`src/rtl/ipbb_fifo_drain_pkg.sv`:
```
`default_nettype none
// ============================================================================
//  Module   : ipbb_fifo_drain_pkg
//  Purpose  : Shared types and constants for the FIFO drain stage and its
//             statistics counter.
//  Contents : occ_t        - skid-buffer occupancy (0..2)
//             SKID_DEPTH   - number of skid-buffer entries
//             STAT_W_DFLT  - default statistics counter width
//  Revision : 1.0 - initial release
// ============================================================================
package ipbb_fifo_drain_pkg;

    typedef logic [1:0] occ_t;

    localparam int SKID_DEPTH  = 2;
    localparam int STAT_W_DFLT = 32;

endpackage : ipbb_fifo_drain_pkg
`default_nettype wire

```
`src/rtl/ipbb_sat_cnt.sv`:
```
`default_nettype none
// ============================================================================
//  Module   : ipbb_sat_cnt
//  Purpose  : Saturating up-counter with increment enable. Holds at all-ones
//             instead of wrapping. Used for the drain-stage statistics.
//  Config   : Only built when IPBB_FIFO_DRAIN_STATS_EN is defined (it has no
//             user otherwise).
//  Ports    : clk    in   clock
//             rst    in   asynchronous active-high reset (clears to 0)
//             inc_i  in   increment enable
//             cnt_o  out  current count, W bits
//  Revision : 1.0 - initial release
// ============================================================================
`ifdef IPBB_FIFO_DRAIN_STATS_EN
module ipbb_sat_cnt
    import ipbb_fifo_drain_pkg::*;
#(
    parameter int W = STAT_W_DFLT
) (
    input  logic         clk,
    input  logic         rst,
    input  logic         inc_i,
    output logic [W-1:0] cnt_o
);

    localparam logic [W-1:0] C_MAX = '1;

    logic [W-1:0] cnt_q;
    logic [W-1:0] cnt_d;

    always_comb begin
        cnt_d = cnt_q;
        if (inc_i && (cnt_q != C_MAX)) begin
            cnt_d = cnt_q + 1'b1;
        end
    end

    always_ff @(posedge clk or posedge rst) begin
        if (rst) begin
            cnt_q <= '0;
        end else begin
            cnt_q <= cnt_d;
        end
    end

    assign cnt_o = cnt_q;

endmodule : ipbb_sat_cnt
`endif
`default_nettype wire

```
`src/rtl/ipbb_fifo_drain.sv`:
```
`default_nettype none
// ============================================================================
//  Module   : ipbb_fifo_drain
//  Purpose  : Pops words from a showahead FIFO head and presents them on a
//             valid/ready stream through a 2-entry skid buffer with
//             registered outputs. The FIFO read request depends only on
//             registered occupancy and the FIFO empty flag, never on o_ready.
//  Config   : IPBB_FIFO_DRAIN_STATS_EN - adds stat_beats / stat_stalls
//             saturating counters and their ports.
//  Ports    : clk           in   single clock
//             rst           in   asynchronous active-high reset
//             fifo_dout     in   showahead head word of upstream FIFO (DWD)
//             fifo_rdempty  in   upstream FIFO empty
//             fifo_rdreq    out  pop request to upstream FIFO (combinational)
//             o_valid       out  output word valid (registered)
//             o_data        out  output word (registered, DWD)
//             o_ready       in   downstream ready
//             stat_beats    out  accepted-beat count (macro only, STAT_W)
//             stat_stalls   out  stall-cycle count (macro only, STAT_W)
//  Revision : 1.0 - initial release
// ============================================================================
module ipbb_fifo_drain
    import ipbb_fifo_drain_pkg::*;
#(
    parameter int DWD    = 2,
    parameter int STAT_W = STAT_W_DFLT
) (
    input  logic              clk,
    input  logic              rst,
    input  logic [DWD-1:0]    fifo_dout,
    input  logic              fifo_rdempty,
    output logic              fifo_rdreq,
    output logic              o_valid,
    output logic [DWD-1:0]    o_data,
    input  logic              o_ready
`ifdef IPBB_FIFO_DRAIN_STATS_EN
    ,
    output logic [STAT_W-1:0] stat_beats,
    output logic [STAT_W-1:0] stat_stalls
`endif
);

    localparam occ_t C_OCC_EMPTY = 2'd0;
    localparam occ_t C_OCC_ONE   = 2'd1;
    localparam occ_t C_OCC_FULL  = occ_t'(SKID_DEPTH);

    if ((DWD < 1) || (STAT_W < 1)) begin : g_param_check
        $error("ipbb_fifo_drain: DWD and STAT_W must be at least 1");
    end

    occ_t           occ_q,   occ_d;
    logic           valid_q, valid_d;
    logic [DWD-1:0] head_q,  head_d;
    logic [DWD-1:0] spare_q, spare_d;

    logic           w_push;
    logic           w_pop;

    // Request only from registered occupancy and the FIFO flag so the
    // consumer's ready never reaches the FIFO read port combinationally.
    // Gated by rst so no pop is issued while the FIFO is being cleared.
    assign fifo_rdreq = !rst && !fifo_rdempty && (occ_q < C_OCC_FULL);

    assign w_push = fifo_rdreq;
    assign w_pop  = valid_q && o_ready;

    always_comb begin
        occ_d   = occ_q;
        head_d  = head_q;
        spare_d = spare_q;

        if (w_push && !w_pop) begin
            occ_d = occ_q + 2'd1;
            if (occ_q == C_OCC_EMPTY) begin
                head_d = fifo_dout;
            end else begin
                spare_d = fifo_dout;
            end
        end else if (w_pop && !w_push) begin
            occ_d = occ_q - 2'd1;
            // Spare is next in line; promote it so the stream never reorders.
            if (occ_q == C_OCC_FULL) begin
                head_d = spare_q;
            end
        end else if (w_push && w_pop) begin
            // Only reachable at occ=1 (no push at occ=2, no pop at occ=0):
            // the head leaves and the incoming word replaces it directly.
            if (occ_q == C_OCC_ONE) begin
                head_d = fifo_dout;
            end
        end

        // Valid is kept as its own flop so o_valid is a clean register output.
        valid_d = (occ_d != C_OCC_EMPTY);
    end

    always_ff @(posedge clk or posedge rst) begin
        if (rst) begin
            occ_q   <= C_OCC_EMPTY;
            valid_q <= 1'b0;
            head_q  <= '0;
            spare_q <= '0;
        end else begin
            occ_q   <= occ_d;
            valid_q <= valid_d;
            head_q  <= head_d;
            spare_q <= spare_d;
        end
    end

    assign o_valid = valid_q;
    assign o_data  = head_q;

`ifdef IPBB_FIFO_DRAIN_STATS_EN
    logic w_stall;

    assign w_stall = valid_q && !o_ready;

    ipbb_sat_cnt #(
        .W (STAT_W)
    ) u_stat_beats (
        .clk   (clk),
        .rst   (rst),
        .inc_i (w_pop),
        .cnt_o (stat_beats)
    );

    ipbb_sat_cnt #(
        .W (STAT_W)
    ) u_stat_stalls (
        .clk   (clk),
        .rst   (rst),
        .inc_i (w_stall),
        .cnt_o (stat_stalls)
    );
`endif

endmodule : ipbb_fifo_drain
`default_nettype wire
```
`config.mk`:
```
export PLATFORM = sky130hd
export DESIGN_NAME = ipbb_fifo_drain
export DESIGN_NICKNAME = d
export VERILOG_FILES = /design/src/rtl/ipbb_fifo_drain_pkg.sv /design/src/rtl/ipbb_sat_cnt.sv /design/src/rtl/ipbb_fifo_drain.sv
export SDC_FILE = /design/constraint.sdc
export NUM_CORES = 1
export LEC_CHECK = 0
export ABC_AREA = 1
export CORE_AREA = 5 5 42 44
export DETAILED_ROUTE_END_ITERATION = 10
export DIE_AREA = 0 0 47 49
export GPL_TIMING_DRIVEN = 1
export MAX_ROUTING_LAYER = met4
export RECOVER_POWER = 100
export SLEW_MARGIN = 10
export SYNTH_ARGS = -nofsm -noshare
export SYNTH_HDL_FRONTEND = slang
export SYNTH_SLANG_ARGS = --single-unit
```
`constraint.sdc`:
```
create_clock -name clk -period 1.3 [get_ports clk]
set_input_delay 0.26 -clock clk [delete_from_list [all_inputs] [get_ports clk]]
set_output_delay 0.26 -clock clk [all_outputs]
set_load 0.005 [all_outputs]
```
Word-level counts from Yosys, hierarchy flattened
Index checks and enable logic that the tools add are counted.
- output and inout bits: 4
- logic and storage cells: 36
- register bits: 7
- input bits: 6
- bitwise gates (word level): 1
- $add $sub $neg: 2
- $lt $le $gt $ge: 1
- reductions and logical operators: 16
- mux-type cells: 8
- eq/ne operators: 4
- operators by type and width (kind ; number):
    $mux 2 ; 8
    $logic_and 1x1->1 ; 6
    $reduce_bool 3->1 ; 2
    $logic_not 1->1 ; 4
    $reduce_and 4->1 ; 1
    $ne 3x2->1 const B ; 1
    $add 2x1->2 const B ; 1
    $eq 2x1->1 const B ; 1
    $eq 2x2->1 const B ; 1
    $logic_not 2->1 ; 1
    $lt 2x2->1 const B ; 1
    $ne 2x1->1 const B ; 1
    $reduce_and 2->1 ; 1
    $reduce_bool 2->1 ; 1
    $sub 2x1->2 const B ; 1
    $not 1->1 ; 1

Longest topological paths before layout
Gate-level depths: netlist (run 1).
- depth after elaboration: 8
- gate-level depth with buffers: 9
- depth with buffers taken out: 9

Worst setup path after synthesis (run 1)
Ideal clock, no wire load.
- path kind: register to register
- start point: register occ_q[1]
- end point: register head_q[0], in the netlist o_data[0]
- buffers on the path: 0
- setup time: 0.120 ns
- stages on the path, launching flop included: 8
- arrival time: 1.424 ns
- data required time: 1.180 ns
- clock period less this slack: 1.544 ns
- slack: -0.244 ns
- path through: dfrtp_1 -> nor3_1 -> inv_1 -> ha_1 -> nand2_1 -> nand2_1 -> o21ai_1 -> nand2_1
- word-level cells in the longest chain between the ends: 6
- elaborated cells on any way between the ends: 16
- classes of those cells: 1 x order compare; 4 x eq/ne; 2 x mux; 9 x reduce/logical
- ends and longest elaborated chain (element ; RTL line ; text):
    start, declared ; ipbb_fifo_drain.sv:51 ; occ_t occ_q, occ_d;
    start signal, assigned ; ipbb_fifo_drain.sv:99 ; occ_q <= C_OCC_EMPTY;
    start signal, assigned ; ipbb_fifo_drain.sv:104 ; occ_q <= occ_d;
    $lt 2x2->1 (*) ; ipbb_fifo_drain.sv:62 ; assign fifo_rdreq = !rst && !fifo_rdempty && (occ_q < C_OCC_FULL);
    $logic_and 1x1->1 (*) ; ipbb_fifo_drain.sv:62 ;
    via fifo_rdreq ; ipbb_fifo_drain.sv:32 ; output logic fifo_rdreq,
    $logic_not 1->1 ; ipbb_fifo_drain.sv:79 ; end else if (w_pop && !w_push) begin
    $logic_and 1x1->1 ; ipbb_fifo_drain.sv:79 ;
    $ne 3x2->1 (no source line) (tied with other cells) ; - ;
    $reduce_and 4->1 (no source line) / $mux 2 (equally long branches) ; - ;
    end signal, assigned ; ipbb_fifo_drain.sv:101 ; head_q <= '0;
    end signal, assigned ; ipbb_fifo_drain.sv:106 ; head_q <= head_d;
    end, declared ; ipbb_fifo_drain.sv:53 ; logic [DWD-1:0] head_q, head_d;
The timed path passes the listed nets; every way through them passes the cells marked *.
A chain may end at the register's enable or synchronous reset.

Final worst setup path (run 1)
- start point: register occ_q[1]
- end point: register head_q[1], in the netlist o_data[1]
- word-level cells in the longest chain between the ends: 6
- elaborated cells on any way between the ends: 16
- classes of those cells: 1 x order compare; 4 x eq/ne; 2 x mux; 9 x reduce/logical
- ends and longest elaborated chain (element ; RTL line):
    $lt 2x2->1 ; ipbb_fifo_drain.sv:62
    $logic_and 1x1->1 ; ipbb_fifo_drain.sv:62
    $logic_not 1->1 ; ipbb_fifo_drain.sv:79
    $logic_and 1x1->1 ; ipbb_fifo_drain.sv:79
    $ne 3x2->1 (no source line) (tied with other cells) ; -
    $reduce_and 4->1 (no source line) / $mux 2 (equally long branches) ; -
Parallel ways exist; a longest one is shown, timed or not.

==> impl_metrics.py, run 1 <==
metrics = {
    "run_status": {
        "status": "finished with violations",
        "violations": "negative setup slack",
    },
    "cts": {
        "numCtsBuffers": 3,
        "tritoncts": "done",
        "clk_latency_ps": 260,
        "holdBufCountCts": 0,
        "clk_pin_slew_ps": 60,
        "cts_root_buf": "clkbuf_4",
        "cts_sinks": 7,
        "htree_num_levels": 1,
        "cts_buffer_depth": 2,
    },
    "worst_setup_path": {
        "cpMostUsedCell": "nand2_4",
        "worst_ep_required_time_ps": 1440,
        "cp_max_fo": 3,
        "crit_path_start": "occ_q[1]",
        "worst_setup_path_end_kind": "register",
        "worst_path_largest_cell_delay_ps": 380,
        "crit_chain": "nor3_2 -> buf_4 -> inv_4 -> ha_4 -> nand2_4 -> nand2_4 -> o21ai_2 -> nand2_1",
        "start_kind": "register",
        "cp_slowest_cell": "dfrtp_1",
        "rr_startpoint": "occ_q[1]",
        "arrival_ps": 1480,
        "crit_buf_inv": 2,
        "critPathTopFamily": "flip-flops",
        "path_class": "register to register",
    },
    "global_route": {
        "antenna_found_initial": 0,
        "grt_max_degree": 8,
        "grt_use_total_pct": 10.4,
        "first_global_vias": 372,
        "grt_pass1_wl_mm": 1.63,
        "overflow": 0,
    },
    "synth": {
        "synth_top_area_share_pct": 36.1,
        "synth.largest_area_cell": "dfrtp_1",
        "netlist_top_cells_area": "dfrtp_1 (36%), nand2_1 (19%), ha_1 (15%), inv_1 (8.5%), nand2_4 (4.6%)",
        "ys_ff_latch": 7,
        "syn-instance-count": 64,
        "synth_nets": 76,
        "ys_seq_area_share_pct": 36.1,
        "synth.cell_area_um2": 485,
        "synth_warnings": 0,
        "ys_types": 15,
        "syn_avg_cell_area_um2": 7.59,
    },
    "finish": {
        "final_core_util_pct": 51.2,
        "antenna-diode-count": 0,
        "final_area_um2": 718,
        "syn2layout_area_growth_pct": 47.9,
        "nets": 94,
        "drive_above_1_share_pct": 33.3,
    },
    "sta": {
        "worstMarginPinSlew_ps": 291,
        "hold_violations": 0,
        "fmax_ghz": 0.749,
        "finalCriticalPeriod_ps": 1330,
        "whs_ps": 95.6,
        "grt_setup_unrepaired": "true",
        "worst_slack_ps": -34.8,
        "finalSetupViolations": 3,
        "drv_slew": 0,
        "relSlewSlack_pct": 80.6,
        "min_period_over_period_pct": 103,
        "finalClockSkew_ps": 4.09,
    },
    "job": {
        "cap_viol_max_count": 0,
    },
    "drt": {
        "vias": 409,
        "drc": 0,
        "ant_nets": 0,
        "drtPass1Iterations": 4,
        "drt-initial-drc-count": 2,
        "wl_per_cell_um": 9.58,
        "viasPerCell": 4.22,
        "totalWireLength_um": 929,
    },
    "placed_design": {
        "place.detailed.hpwl_um": 714,
        "placed_area_um2": 644,
        "io_buffers": 9,
        "gp_congestion": 0.782,
        "preCtsSetupSlack_ps": -453,
    },
    "power": {
        "p_comb_share_pct": 57.3,
        "power.clock.fraction_pct": 15.3,
        "swShare_pct": 42.1,
        "power_switching_w": 0.000572,
        "max-vdd-ir-drop_mv": 0.810,
        "seqPwrFrac_pct": 27.4,
        "internal-power_w": 0.000785,
        "power_density_mw_per_mm2": 1890,
        "power_leakage_nw": 0.387,
    },
    "worst_hold_path": {
        "hold_class": "input port to asynchronous set/reset pin",
    },
    "floorplan": {
        "fp.dieW_um": 47,
        "die_y_um": 49,
        "core.rowCount": 14,
        "die-area_mm2": 0.00230,
        "initial_core_util_pct": 34.6,
        "core_area_mm2": 0.00140,
        "io_pins": 10,
    },
}
-- state kept, by name (all words and copies together), names as in the netlist --
signal and flops:
o_data 2, occ_q 2, spare_q 2, o_valid 1
-- layout by cell type, fill, tap and decap left out, types with 2 or more instances in the layout --
master and instances:
buf_4 4, clkbuf_4 4, clkdlybuf4s50_1 3, dfrtp_1 7, dlygate4sd2_1 6, ha_1 4, ha_4 2, inv_1 9
inv_2 3, nand2_1 20, nand2_2 2, nand2_4 4, nand3_1 2, nor2_4 3, o21ai_2 2
-- power by group through the flow --
stage               Sequential [W]  Clock, W  Combinational, W
floorplan                 0.000380         0          0.000451
global placement          0.000375         0          0.000676
detailed placement        0.000376         0          0.000682
CTS                       0.000370  0.000217          0.000724
global route              0.000385  0.000232          0.000885
finish                    0.000372  0.000208          0.000777
-- worst paths after layout --
path	endpoint	slack, ps	cells past startpoint
max in group asynchronous	spare_q[1]	980	2
min	o_valid	100	2
min in group clk	spare_q[1]	470	2
max	o_data[1]	-30	8
max reg2reg	o_data[1]	-30	8
min reg2reg	spare_q[1]	470	2
-- routing by layer --
layer  vias up  share of wire, %  GRT usage [%]  wire, um
met1       171                47           13.2       433
met4         0               4.5           8.29        42
met3         5               4.6           3.32        43
met5         -                 0              -         0
met2         9                44           12.9       408
li1        224                 -              -         -
-- kinds of logic (layout without fill, tap and decap cells) --
group,count (synthesis),in the layout,share of synthesized area (%)
flops,7,7,36.1
compound gates,3,3,3.09
buf+inv,14,31,12.4
fa+ha+maj,6,6,15.5
simple gates,34,34,33.0
-- cells in the mapped netlist --
cell	count
buf_6	1
dfrtp_1	7
ha_1	6
inv_1	11
inv_2	2
nand2_1	24
nand2_4	2
nand3_1	3
nand4_1	1
nor2_1	1
nor2_2	1
nor2_4	1
nor3_1	1
o21ai_0	1
o21ai_1	2
-- final cells by class --
cell class / instances / area [um^2]
sequential: 7 / 175
clock buffer: 4 / 26.3
inverter: 13 / 51.3
fill: 141 / 683
tap: 16 / 20.0
multi-input combinational: 43 / 325
timing repair buffer: 14 / 120
-- repair_timing --
item                                   CTS  global route
setup endpoints to repair               11             8
setup buffers                            3             0
endpoints found under the hold margin    0             0
gates resized for setup                 13             7
pin swaps                                6             8
-- stage by stage --
step	std cells	TNS, ps	total power (W)
floorplan	64	-61.3	0.000831
global placement	91	-2740	0.00105
detailed placement	91	-3050	0.00106
CTS	98	-319	0.00131
global route	97	-386	0.00150
finish	97	-77.3	0.00136
-- worst register-to-register path, delay by kind of cell, from the launching register on --
| family | cells | cell delay, ps |
|---|---|---|
| and+or+nand+nor | 4 | 290 |
| AOI/OAI and AO/OA | 1 | 110 |
| adders and majority gates | 1 | 230 |
| DFF | 1 | 380 |
| buffers and inverters | 2 | 200 |
No activity file was read; power rests on OpenSTA's default activity.
==> run 2, diff against run 1 <==
- TNS_END_PERCENT: default -> 1
==> run 2 against run 1 <==
The flow still finishes with violations (negative setup slack). Worst setup slack got worse by 53 ps. Sequential power is 1% higher. Clock power decreased by 4%. Core utilization shrank 0.98 points. Sequential cell count unchanged. Via count up 3.7%. Global-route usage increased by 0.080 points. Combinational power is 7.9% lower. Count of clock-buffer cells in the layout unchanged. First-iteration DRC count up 50%. Cell area is 1.9% lower. Hold slack gained 3.4 ps. Critical endpoint unchanged. Largest power group unchanged.
==> impl_metrics.py, run 2 (synthesis gave the netlist of run 1 again) <==
metrics = {
    "drt": {
        "vias": 424,
        "wl_per_cell_um": 10.1,
        "routed.top_layer": "met4",
        "drc": 0,
        "wl_met2_um": 473,
        "dr_wl_met3_um": 50,
        "viasPerCell": 4.42,
        "drt-initial-drc-count": 3,
        "drtPass1Iterations": 4,
        "ant_nets": 0,
        "totalWireLength_um": 973,
        "wl_met1_um": 440,
    },
    "floorplan": {
        "fp.dieW_um": 47,
        "core.rowCount": 14,
        "die-area_mm2": 0.00230,
        "io_pins": 10,
        "initial_core_util_pct": 34.6,
        "core_area_mm2": 0.00140,
        "die_y_um": 49,
    },
    "worst_setup_path": {
        "worst_ep_required_time_ps": 1440,
        "worst_setup_path_end_kind": "register",
        "path_class": "register to register",
        "start_kind": "register",
        "cp_max_fo": 3,
        "arrival_ps": 1530,
        "reg2reg_slack_ps": -90,
    },
    "finish": {
        "fillers": 148,
        "final_common_cell": "nand2_1",
        "syn2layout_area_growth_pct": 45.1,
        "antenna-diode-count": 0,
        "final_cell_mix": "nand2_1 (17), inv_1 (10), nand2_2 (7), dfrtp_1 (7), dlygate4sd2_1 (5)",
        "nets": 93,
        "drive_above_1_share_pct": 35.0,
        "final_core_util_pct": 50.3,
    },
    "sta": {
        "finalSetupViolations": 4,
        "hold_violations": 0,
        "worst_slack_ps": -87.5,
        "grt_setup_unrepaired": "true",
        "fmax_ghz": 0.721,
        "relSlewSlack_pct": 80.9,
        "finalClockSkew_ps": 4.39,
        "worstMarginPinSlew_ps": 286,
        "finalCriticalPeriod_ps": 1390,
        "min_period_over_period_pct": 107,
        "drv_slew": 0,
    },
    "cts": {
        "clk_pin_slew_ps": 60,
        "tritoncts": "done",
        "holdBufCountCts": 0,
        "numCtsBuffers": 3,
        "clk_latency_ps": 250,
        "htree_num_levels": 1,
        "cts_buffer_depth": 2,
        "cts_root_buf": "clkbuf_4",
        "cts_sinks": 7,
    },
    "placed_design": {
        "gp_congestion": 0.801,
        "io_buffers": 9,
        "place.detailed.hpwl_um": 722,
    },
    "global_route": {
        "grt_max_degree": 8,
        "overflow": 0,
        "grt_pass1_wl_mm": 1.69,
        "antenna_found_initial": 0,
        "first_global_vias": 400,
        "grt_use_total_pct": 10.5,
    },
    "power": {
        "power_leakage_nw": 0.370,
        "p_total_w": 0.00129,
        "max-vdd-ir-drop_mv": 0.851,
        "power_density_mw_per_mm2": 1830,
    },
    "worst_hold_path": {
        "hold_class": "input port to asynchronous set/reset pin",
    },
    "run_status": {
        "violations": "negative setup slack",
        "status": "finished with violations",
    },
    "job": {
        "cap_viol_max_count": 0,
    },
}
[run 2: cell types whose count changed in the layout (fill, tap and decap cells not counted), sizes merged]
cell	delta
buf	+1
clkbuf	-1
dlygate4sd2	-1
[run 2: stage by stage]
stage	cells	area [um^2]	TNS, ps	setup WS (ps)	hold WS (ps)
2_1_floorplan	64	508	-70.4	-30.7	63.4
3_3_place_gp	91	629	-2740	-416	459
3_5_place_dp	91	629	-3010	-433	466
4_1_cts	96	686	-87.0	-32.0	117
5_1_grt	96	704	-1070	-214	133
6_report	96	704	-225	-87.5	99.0
[run 2: per-layer routing]
| metal | track usage [%] | up-vias |
|---|---|---|
| li1 | - | 225 |
| met3 | 3.32 | 2 |
| met5 | - | - |
| met1 | 13.4 | 186 |
| met4 | 4.15 | 0 |
| met2 | 14.9 | 11 |
[run 2: layout make-up]
type	count	area, um^2	share of cell area [%]
multi-input cells	43	315	44.8
flip-flops and latches	7	175	24.9
repair buffers	13	119	16.9
inverters	13	48.8	6.93
clock buffers	4	26.3	3.73
well taps	16	20.0	2.84
[run 2: what timing repair did]
item,in CTS,in global routing
setup endpoints to repair,11,8
resized for setup,14,11
setup buffers,1,1
pin swaps,5,6
endpoints found under the hold margin,0,0
[run 2: worst paths after layout]
| path | from | to | depth (start not counted) |
|---|---|---|---|
| min in group clk | o_data[0] | o_data[0] | 2 |
| max in group asynchronous | rst | o_valid | 2 |
| min | rst | o_data[0] | 2 |
| min reg2reg | o_data[0] | o_data[0] | 2 |
| max | occ_q[1] | o_data[1] | 8 |
| max reg2reg | occ_q[1] | o_data[1] | 8 |
[run 2: critical path, cell delays in order (launching register included)]
cell and delay (ps):
dfrtp_1 390, nor3_2 180, buf_4 160, inv_2 50, ha_1 190, inv_1 60, nand2_2 70, o21ai_1 130
nand2_1 60
[run 2: where the power goes]
| group | total (W) | internal (W) | switching, W |
|---|---|---|---|
| clock | 0.000199 | 0.000117 | 0.0000817 |
| combinational | 0.000716 | 0.000319 | 0.000397 |
| sequential | 0.000377 | 0.000320 | 0.0000560 |
==> run 3, diff against run 2 <==
- CTS_CLUSTER_DIAMETER: default -> 60
==> results of run 3 <==
Final layout, timing and power as in run 2 (identical DEF).
